**src/rtl/dense_pkg.sv**
```systemverilog
// Shared types and helpers for the dense-layer sequencers: lane geometry,
// controller state encoding and a signed lane extractor for packed sum vectors.
package dense_pkg;

  localparam int DW     = 16;
  localparam int N_OUT  = 10;
  localparam int ROM_AW = 8;
  localparam int CLS_W  = 4;

  typedef enum logic [2:0] {
    FILL,
    RUN,
    WAIT,
    ARGMAX,
    HOLD
  } state_t;

  function automatic logic signed [DW-1:0] lane_of(input logic [N_OUT*DW-1:0] vec,
                                                   input int unsigned idx);
    return $signed(vec[idx*DW +: DW]);
  endfunction

endpackage

```
**src/rtl/dense2_ctrl_if.sv**
```systemverilog
// Activation input stream, MAC-array/ROM bus and result stream of the second
// dense layer; master is the sequencer, slave is its surroundings.
interface dense2_ctrl_if;
  import dense_pkg::*;

  logic                  in_valid;
  logic                  in_ready;
  logic [DW-1:0]         in_data;
  logic                  d2_ena;
  logic                  d2_frame_start;
  logic                  d2_frame_end;
  logic [DW-1:0]         d2_data;
  logic                  d2_valid;
  logic [N_OUT*DW-1:0]   d2_sum;
  logic                  out_valid;
  logic                  out_ready;
  logic [N_OUT*DW-1:0]   out_sum;
  logic [CLS_W-1:0]      out_class;
  logic                  err_timeout;

  modport master (
    input  in_valid, in_data, d2_valid, d2_sum, out_ready,
    output in_ready, d2_ena, d2_frame_start, d2_frame_end, d2_data,
           out_valid, out_sum, out_class, err_timeout
  );

  modport slave (
    output in_valid, in_data, d2_valid, d2_sum, out_ready,
    input  in_ready, d2_ena, d2_frame_start, d2_frame_end, d2_data,
           out_valid, out_sum, out_class, err_timeout
  );

endinterface

```
**src/rtl/dense_argmax_seq.sv**
```systemverilog
// Sequential signed arg-max over a packed lane vector, one lane per cycle.
// Ties keep the lowest index because only a strictly greater lane takes over.
module dense_argmax_seq
  import dense_pkg::*;
(
  input  logic                clk,
  input  logic                rst,
  input  logic                start,
  input  logic [N_OUT*DW-1:0] vec,
  output logic                done,
  output logic [CLS_W-1:0]    cls
);

  localparam logic [CLS_W-1:0] LAST_LANE = CLS_W'(N_OUT - 1);

  logic                 busy;
  logic [CLS_W-1:0]     lane;
  logic [CLS_W-1:0]     best_idx;
  logic signed [DW-1:0] best_val;
  logic signed [DW-1:0] cur;
  logic                 better;

  assign cur    = lane_of(vec, int'(lane));
  assign better = cur > best_val;

  always_ff @(posedge clk) begin
    if (rst) begin
      busy     <= 1'b0;
      done     <= 1'b0;
      lane     <= '0;
      best_idx <= '0;
      best_val <= '0;
      cls      <= '0;
    end else begin
      done <= 1'b0;
      if (start && !busy) begin
        // lane 0 seeds the running maximum
        busy     <= 1'b1;
        lane     <= CLS_W'(1);
        best_val <= lane_of(vec, 0);
        best_idx <= '0;
      end else if (busy) begin
        if (better) begin
          best_val <= cur;
          best_idx <= lane;
        end
        if (lane == LAST_LANE) begin
          busy <= 1'b0;
          done <= 1'b1;
          cls  <= better ? lane : best_idx;
        end else begin
          lane <= lane + 1'b1;
        end
      end
    end
  end

endmodule

```
**src/rtl/dense2_ctrl.sv**
```systemverilog
// Second dense layer sequencer: buffers a frame of activations, replays it into
// the MAC array, captures the lane sums and publishes the arg-max class.
module dense2_ctrl
  import dense_pkg::*;
#(
  parameter int N_IN    = 128,
  parameter int TIMEOUT = 64
) (
  input logic           clk,
  input logic           rst,
  dense2_ctrl_if.master bus
);

  localparam int WR_W = (N_IN > 1) ? $clog2(N_IN) : 1;
  localparam int RD_W = $clog2(N_IN + 1);
  localparam int TO_W = (TIMEOUT > 1) ? $clog2(TIMEOUT) : 1;

  localparam logic [WR_W-1:0] LAST_WR = WR_W'(N_IN - 1);
  localparam logic [RD_W-1:0] RD_LAST = RD_W'(N_IN - 1);
  localparam logic [RD_W-1:0] RD_DONE = RD_W'(N_IN);
  localparam logic [TO_W-1:0] TO_LAST = TO_W'(TIMEOUT - 1);

  if (N_IN < 2 || N_IN > (1 << ROM_AW)) begin : g_bad_n_in
    $error("dense2_ctrl: N_IN out of range for the weight ROM address");
  end

  state_t              state;
  logic [WR_W-1:0]     wr_cnt;
  logic [RD_W-1:0]     rd_cnt;
  logic [TO_W-1:0]     wait_cnt;
  logic [DW-1:0]       act_buf [N_IN];

  logic                d2_ena;
  logic                d2_frame_start;
  logic                d2_frame_end;
  logic [DW-1:0]       d2_data;
  logic                out_valid;
  logic [N_OUT*DW-1:0] out_sum;
  logic [CLS_W-1:0]    out_class;
  logic                err_timeout;
  logic                am_start;
  logic                am_done;
  logic [CLS_W-1:0]    am_class;

  assign bus.in_ready       = (state == FILL);
  assign bus.d2_ena         = d2_ena;
  assign bus.d2_frame_start = d2_frame_start;
  assign bus.d2_frame_end   = d2_frame_end;
  assign bus.d2_data        = d2_data;
  assign bus.out_valid      = out_valid;
  assign bus.out_sum        = out_sum;
  assign bus.out_class      = out_class;
  assign bus.err_timeout    = err_timeout;

  // Frame storage needs no reset; a reset simply restarts the fill.
  always_ff @(posedge clk) begin
    if (state == FILL && bus.in_valid) begin
      act_buf[wr_cnt] <= bus.in_data;
    end
  end

  always_ff @(posedge clk) begin
    if (rst) begin
      state          <= FILL;
      wr_cnt         <= '0;
      rd_cnt         <= '0;
      wait_cnt       <= '0;
      d2_ena         <= 1'b0;
      d2_frame_start <= 1'b0;
      d2_frame_end   <= 1'b0;
      d2_data        <= '0;
      out_valid      <= 1'b0;
      out_sum        <= '0;
      out_class      <= '0;
      err_timeout    <= 1'b0;
      am_start       <= 1'b0;
    end else begin
      am_start <= 1'b0;
      case (state)
        FILL: begin
          if (bus.in_valid) begin
            if (wr_cnt == LAST_WR) begin
              // element 0 goes out right away, so RUN shows element k while rd_cnt = k+1
              wr_cnt         <= '0;
              rd_cnt         <= RD_W'(1);
              d2_ena         <= 1'b1;
              d2_frame_start <= 1'b1;
              d2_frame_end   <= 1'b0;
              d2_data        <= act_buf[0];
              state          <= RUN;
            end else begin
              wr_cnt <= wr_cnt + 1'b1;
            end
          end
        end
        RUN: begin
          d2_frame_start <= 1'b0;
          if (rd_cnt == RD_DONE) begin
            d2_frame_end <= 1'b0;
            d2_data      <= '0;
            wait_cnt     <= '0;
            state        <= WAIT;
          end else begin
            d2_data      <= act_buf[rd_cnt[WR_W-1:0]];
            d2_frame_end <= (rd_cnt == RD_LAST);
            rd_cnt       <= rd_cnt + 1'b1;
          end
        end
        WAIT: begin
          if (bus.d2_valid) begin
            out_sum  <= bus.d2_sum;
            d2_ena   <= 1'b0;
            am_start <= 1'b1;
            state    <= ARGMAX;
          end else if (wait_cnt == TO_LAST) begin
            err_timeout <= 1'b1;
            d2_ena      <= 1'b0;
            state       <= FILL;
          end else begin
            wait_cnt <= wait_cnt + 1'b1;
          end
        end
        ARGMAX: begin
          if (am_done) begin
            out_class <= am_class;
            out_valid <= 1'b1;
            state     <= HOLD;
          end
        end
        HOLD: begin
          if (bus.out_ready) begin
            out_valid <= 1'b0;
            state     <= FILL;
          end
        end
        default: state <= FILL;
      endcase
    end
  end

  dense_argmax_seq u_argmax (
    .clk   (clk),
    .rst   (rst),
    .start (am_start),
    .vec   (out_sum),
    .done  (am_done),
    .cls   (am_class)
  );

endmodule

```
**src/flat_wrapper.sv**
```systemverilog
// flat-port wrapper written by rule: the top's interface ports become plain ports
module dense2_ctrl_flat import dense_pkg::*;
#(
  parameter int N_IN    = 128,
  parameter int TIMEOUT = 64
)
  (clk, rst, bus_in_valid, bus_in_data, bus_d2_valid, bus_d2_sum, bus_out_ready, bus_in_ready, bus_d2_ena, bus_d2_frame_start, bus_d2_frame_end, bus_d2_data, bus_out_valid, bus_out_sum, bus_out_class, bus_err_timeout);
  dense2_ctrl_if bus_i ();
  input logic clk;
  input logic rst;
  input wire logic [$bits(bus_i.in_valid)-1:0] bus_in_valid;
  input wire logic [$bits(bus_i.in_data)-1:0] bus_in_data;
  input wire logic [$bits(bus_i.d2_valid)-1:0] bus_d2_valid;
  input wire logic [$bits(bus_i.d2_sum)-1:0] bus_d2_sum;
  input wire logic [$bits(bus_i.out_ready)-1:0] bus_out_ready;
  output wire logic [$bits(bus_i.in_ready)-1:0] bus_in_ready;
  output wire logic [$bits(bus_i.d2_ena)-1:0] bus_d2_ena;
  output wire logic [$bits(bus_i.d2_frame_start)-1:0] bus_d2_frame_start;
  output wire logic [$bits(bus_i.d2_frame_end)-1:0] bus_d2_frame_end;
  output wire logic [$bits(bus_i.d2_data)-1:0] bus_d2_data;
  output wire logic [$bits(bus_i.out_valid)-1:0] bus_out_valid;
  output wire logic [$bits(bus_i.out_sum)-1:0] bus_out_sum;
  output wire logic [$bits(bus_i.out_class)-1:0] bus_out_class;
  output wire logic [$bits(bus_i.err_timeout)-1:0] bus_err_timeout;
  assign bus_i.in_valid = bus_in_valid;
  assign bus_i.in_data = bus_in_data;
  assign bus_i.d2_valid = bus_d2_valid;
  assign bus_i.d2_sum = bus_d2_sum;
  assign bus_i.out_ready = bus_out_ready;
  assign bus_in_ready = bus_i.in_ready;
  assign bus_d2_ena = bus_i.d2_ena;
  assign bus_d2_frame_start = bus_i.d2_frame_start;
  assign bus_d2_frame_end = bus_i.d2_frame_end;
  assign bus_d2_data = bus_i.d2_data;
  assign bus_out_valid = bus_i.out_valid;
  assign bus_out_sum = bus_i.out_sum;
  assign bus_out_class = bus_i.out_class;
  assign bus_err_timeout = bus_i.err_timeout;
  dense2_ctrl #(.N_IN(N_IN), .TIMEOUT(TIMEOUT)) u_core (.clk(clk), .rst(rst), .bus(bus_i));
endmodule
```
**config.mk**
```make
export PLATFORM = sky130hd
export DESIGN_NAME = dense2_ctrl_flat
export DESIGN_NICKNAME = d
export VERILOG_FILES = /design/src/rtl/dense_pkg.sv /design/src/rtl/dense2_ctrl_if.sv /design/src/rtl/dense_argmax_seq.sv /design/src/rtl/dense2_ctrl.sv /design/src/flat_wrapper.sv
export SDC_FILE = /design/constraint.sdc
export NUM_CORES = 2
export LEC_CHECK = 0
export CAP_MARGIN = 20
export CELL_PAD_IN_SITES_DETAIL_PLACEMENT = 2
export CELL_PAD_IN_SITES_GLOBAL_PLACEMENT = 2
export CORE_ASPECT_RATIO = 0.75
export CORE_MARGIN = 3
export CORE_UTILIZATION = 40
export DETAILED_ROUTE_END_ITERATION = 8
export GPL_TIMING_DRIVEN = 1
export PLACE_DENSITY = 0.79
export SLEW_MARGIN = 20
export SYNTH_ARGS = -nofsm -noshare
export SYNTH_HDL_FRONTEND = slang
export SYNTH_HIERARCHICAL = 1
export SYNTH_SLANG_ARGS = --single-unit
```
**constraint.sdc**
```tcl
create_clock -name clk -period 3.5 [get_ports clk]
set_input_delay 0.875 -clock clk [delete_from_list [all_inputs] [get_ports clk]]
set_output_delay 0.875 -clock clk [all_outputs]
set_load 0.02 [all_outputs]
```
# --- Word-level counts from Yosys, hierarchy flattened ---
# Memory sizes are Yosys's and may differ from the RTL's. A register that Yosys moved wholly into a read port is not among the register bits.
# Cells that the tools add are included.
word_totals:
  regBits: 240
  mem_bits_rw: 2048
  in_bits: 181
  mem_count: 1
memory_table:
  columns: ["memory", "words", "word_bits", "read_ports", "rd_clocked_by_memory_dff", "wr", "line", "source"]
  rows:
  - ["u_core.act_buf", 128, 16, 2, 1, 1, "dense2_ctrl.sv:31", "logic [DW-1:0] act_buf [N_IN];"]
op_classes:
  add_sub_neg: 4
  n_lt_le_gt_ge: 1
  n_eq_ne: 19
  shift: 1
  n_mux: 50
  bitwise: 5
  reduce_logical: 27
ops:
  columns: ["operator", "n"]
  rows:
  - ["$shiftx 160x9->16", 1]
  - ["$mux 16", 6]
  - ["$pmux 16 s2", 1]
  - ["$mux 8", 3]
  - ["$mux 3", 7]
  - ["$mux 7", 3]
  - ["$mux 1", 19]
  - ["$mux 6", 3]
  - ["$gt 16x16->1", 1]
  - ["$pmux 8 s2", 1]
  - ["$pmux 3 s5", 1]
  - ["$ne 2x2->1 const B", 7]
  - ["$pmux 6 s2", 1]
  - ["$reduce_and 2->1", 6]
  - ["$reduce_and 3->1", 4]
  - ["$reduce_and 4->1", 3]
  - ["$reduce_bool 2->1", 6]
  - ["$add 8x1->8 const B", 1]
  - ["$eq 8x7->1 const B", 1]
  - ["$eq 8x8->1 const B", 1]
  - ["$pmux 1 s2", 4]
  - ["$add 7x1->7 const B", 1]
  - ["$eq 7x7->1 const B", 1]
  - ["$add 6x1->6 const B", 1]
  - ["other kinds (16)", 24]

# --- Longest topological paths before layout ---
logic_depth:
  word_depth: 6
  ltp_mapped: 14

# --- Modules after synthesis ---
# The synthesis kept the hierarchy.
modules_own_cells:
  columns: ["mod", "n_inst", "cells_each", "area_per_inst_um2", "seq_area_each_um2"]
  rows:
  - ["dense2_ctrl", 1, 4866, 87108.5, 65843.1]
  - ["dense_argmax_seq", 1, 357, 3104.2, 600.6]

# --- Least setup slack after synthesis ---
# No wires, ideal clock.
synth_path:
  path_type: "register -> register"
  start: "register u_core.u_argmax.lane[0]"
  end: "register u_core.u_argmax.cls[0]"
  setup_ns: 0.122
  arrival_time_ns: 3.064
  required_ns: 3.378
  slack_ns: 0.314
  path_stages_with_launch: 12
  n_path_buf: 2
  period_less_slack_ns: 3.186
  cell_sequence: "dfxtp_1 -> buf_4 -> buf_2 -> mux2_2 -> a22oi_1 -> o21ai_0 -> ha_1 -> nand4_2 -> a2111o_1 -> and4b_1 -> or2_1 -> o311a_1"
synth_via:
  elab_chain_cells: 3
  word_cells_on_any_way: 5
  cone_classes: "1 x order compare; 1 x eq/ne; 1 x shift; 1 x mux; 1 x reduce/logical"
synth_lines:
  columns: ["element", "line", "source"]
  rows:
  - ["from (decl)", "dense_argmax_seq.sv:17", "logic [CLS_W-1:0] lane;"]
  - ["from (signal assigned)", "dense_argmax_seq.sv:52", "lane <= lane + 1'b1;"]
  - ["$shiftx 160x9->16", "dense_pkg.sv:20", "return $signed(vec[idx*DW +: DW]);"]
  - ["$gt 16x16->1", "dense_argmax_seq.sv:24", "assign better = cur > best_val;"]
  - ["$mux 4", null, null]
  - ["to (signal assigned)", "dense_argmax_seq.sv:50", "cls <= better ? lane : best_idx;"]
  - ["to (decl)", "dense_argmax_seq.sv:11", "output logic [CLS_W-1:0] cls"]
# Parallel ways exist; a longest one is shown, timed or not.
# A chain may end at the register's enable or synchronous reset.

# --- Worst setup path after layout ---
# Same ends and word-level chain as after synthesis.

==> qor.yml <==
final_layout:
  fillers: 20216
  area_growth_pct: 20.1
  drive_above_1_share: 0.189
  nets: 6143
sta:
  period_share: 1.07
  fin_ws_ns: -0.251
  relSlewSlack: 0.145
  max_freq_ghz: 0.267
  setup_viol: 25
  finalClockSkew_ns: 0.0680
  min_period_ns: 3.75
  worstMarginPinSlew_ns: 1.28
  rsz0062_at_grt: "yes"
  holdWs_ns: 0.424
  maxSlewViolCount: 0
  hold_viol: 0
die:
  start_util: 0.404
  rows: 150
  top_level_ports: 367
  core-area_sq_mm: 0.224
  die_area_sq_mm: 0.231
  dieHeight_microns: 417
  fp.dieW_microns: 554
route:
  first_pass_iters: 6
  routed_wl_mm: 367
  viasPerCell: 6.26
  wl_per_cell_microns: 40.2
  detail_route.iter0.violations: 8154
  vias: 57083
  postRouteAntennaNets: 0
  drc: 0
critical_path:
  required_ns: 4.29
  start_kind: "flip-flop"
  crit_start: "u_core/u_argmax/lane[0]"
  regToRegSetupSlack_ns: -0.25
  endpoint_kind: "flip-flop"
  cpMaxStageDelayCell: "mux4_2"
  reg2reg_from: "u_core/u_argmax/lane[0]"
  cpPeakStageDelay_ns: 0.55
  critPathArrivalTime_ns: 4.54
  cp_max_fo: 8
  path_cells: "buf_12 > buf_8 > buf_16 > mux4_2 > nand2_4 > o21ai_2 > ha_1 > buf_4 > a21oi_1 > o21ai_0 > nand2b_1 > a31oi_1 > or2_1 > o311a_1"
  path_class: "reg -> reg"
  regToRegEndpoint: "u_core/u_argmax/cls[0]"
  critical_path.top_delay_family: "compound AO/OA/AOI/OAI gates"
  path_buf_inv: 4
  r2r_cells: 14
pwr:
  power.density_mw_per_mm2: 592
  p_leak_nw: 33.5
  peakVddDrop_mv: 0.475
outcome:
  status: "finished with violations"
  violations: "setup timing"
clocking:
  cts-htree-levels: 4
  worstSkewPairLatency_ns: 0.91
  cts_tree: "built"
  cts_buffers: 228
  clkTransAtPathRegs_ns: 0.06
  cts_max_path_buffers: 4
  clock_sinks: 2295
  cts_hold_buf: 0
  cts_root_buffer: "clkbuf_16"
synth:
  synth-warning-count: 6
  postSynth.asyncResetShare: 0
  ys_seq_area_frac: 0.737
  synthesis.nets: 5426
  synth-seq-cells: 2295
  synth_cell_types: 69
  syn_area_sq_mm: 0.0902
  syn_area_per_cell_sq_um: 17.3
  ys.flop_type: "edfxtp_1"
  postSynthCellCount: 5223
  synth-edff-count: 2048
placed_design:
  preCtsSetupSlack_ns: -0.0993
  place.gp.congestion: 0.897
  portBuffers: 366
  hpwlAfterDp_mm: 224
global_routing:
  antenna_found_initial: 44
  grt_usage: 0.302
  grt_pass1_wl_mm: 496
  grt_max_degree: 129
  grt_pass1_vias: 59578
  grt_overflow_total: 0
worst_hold_path:
  min_path_type: "in -> reg"
  min_to: "u_core/act_buf[28][5]"
  min_from: "bus_in_data[5]"
  hold_depth: 1
flow_run:
  drv_cap: 0
[flip-flops by register name (all words and copies together), names as in the netlist, 3 cells and up, named ones only]
name                      flops
u_core/bus.out_sum          160
u_core/rd_cnt                 8
u_core/bus.out_class          4
u_core/bus.d2_data           16
u_core/u_argmax/cls           4
u_core/u_argmax/best_val     16
u_core/u_argmax/lane          4
u_core/state                  3
u_core/wait_cnt               6
u_core/wr_cnt                 7
u_core/act_buf             2048
u_core/u_argmax/best_idx      4
[cell type report]
class                           instances  area (sq um)  area share
Clock buffer                          284          6060      0.0559
Clock inverter                        127          1220      0.0112
Multi-Input combinational cell       2584         22300       0.206
Tap cell                             2964          3710      0.0342
Sequential cell                      2295         66500       0.614
Antenna cell                           29          72.6    0.000670
Timing Repair Buffer                  811          8410      0.0777
Inverter                               20          75.1    0.000693
[cells by family after synthesis]
group	after synthesis	synth area share
fa+ha+maj	22	0.00305
mux	898	0.142
flops	2295	0.737
compound gates	666	0.0489
buf+inv	346	0.0191
simple gates	980	0.0492
xor+xnor	16	0.00155
[cells in the mapped netlist, drive strengths merged (4+ instances only)]
cell    count  area share
a211o       4     0.00039
a211oi     16      0.0013
a21oi     215       0.012
a221o      11      0.0012
a221oi      6     0.00058
a22o        4     0.00039
a22oi     288       0.024
and2       36      0.0025
and3        7     0.00049
buf       208       0.013
clkbuf    118      0.0049
dfxtp     247       0.055
edfxtp   2048        0.68
ha         22      0.0031
inv        19     0.00079
mux2       16      0.0020
mux2i     581       0.064
mux4      301       0.075
nand2     461       0.019
nand2b     21      0.0015
nand3     115      0.0065
nand3b     11     0.00092
nand4      46      0.0033
nor2      198      0.0082
nor2b      22      0.0015
nor3       14     0.00078
nor3b       4     0.00039
nor4       23      0.0016
nor4b       4     0.00079
o211ai     15      0.0012
o21ai      46      0.0026
o221ai     16      0.0016
o22ai      26      0.0018
xor2       14      0.0014
[through the flow]
stage	total power, mW	instances	TNS, ns	util	cell area [sq um]
6_report	64.1	9114	-3.89	0.485	108000
5_1_grt	65.6	9101	-5.75	0.484	108000
4_1_cts	63.7	9067	-0.00433	0.483	108000
3_5_place_dp	38.3	8641	-1.74	0.449	100000
3_3_place_gp	37.9	8641	0	0.449	100000
2_1_floorplan	34.5	5223	0	-	90200
[worst max path at each step]
stage | end | slack [ns] | cells past startpoint
6_report | u_core/u_argmax/cls[0] | -0.25 | 14
4_1_cts | u_core/u_argmax/best_idx[3] | -0.003 | 14
3_5_place_dp | u_core/u_argmax/best_val[6] | -0.1 | 12
2_1_floorplan | u_core/u_argmax/cls[0] | 0.31 | 11
3_3_place_gp | u_core/u_argmax/best_idx[0] | 0.08 | 12
5_1_grt | u_core/u_argmax/cls[0] | -0.30 | 14
[per-layer routing]
metal  vias up  GRT usage  wire length (microns)  part of all wire
met3       824     0.0701                  34900             0.095
met2      3405      0.489                 176000              0.48
li1      22184          -                      -                 -
met5         -          0                    139           0.00038
met1     30648      0.396                 138000              0.38
met4        22      0.119                  16800             0.046
[report_power, final]
part	total, mW	switching [mW]	internal (mW)
clock network	25.5	11.6	13.9
registers	30.7	0.592	30.2
logic	7.83	4.85	2.98
total	64.1	17.1	47.0
[timing repair]
action                                  CTS  global route
buffers inserted                         12            18
resized for setup                        40            25
pin swaps                                14            15
endpoints found under the setup margin   26            25
cloned                                    4             0
[cell usage in the layout (no fill, tap or decap), types with 19 or more instances in the layout]
cell / n
clkdlybuf4s50_1: 348
nor4_1: 22
clkinv_1: 49
and2_1: 30
edfxtp_1: 2048
nand3_1: 112
buf_4: 338
a22oi_1: 283
ha_1: 20
inv_1: 19
buf_12: 111
diode_2: 29
bufinv_16: 22
mux4_2: 301
clkbuf_1: 44
clkinv_2: 45
o22ai_1: 26
a21oi_1: 212
mux2i_1: 581
nand2b_1: 21
nand2_1: 456
clkbuf_16: 230
o21ai_0: 28
nand4_1: 45
dfxtp_1: 241
nor2_1: 196
[worst reg2reg max path: cells and delay by family (launching register included)]
kind	cells	cell delay, ns
compound gates	5	0.96
simple gates	3	0.81
buf+inv	4	0.56
mux	1	0.56
flops	1	0.44
fa+ha+maj	1	0.31
(Power assumes the default switching activity.)
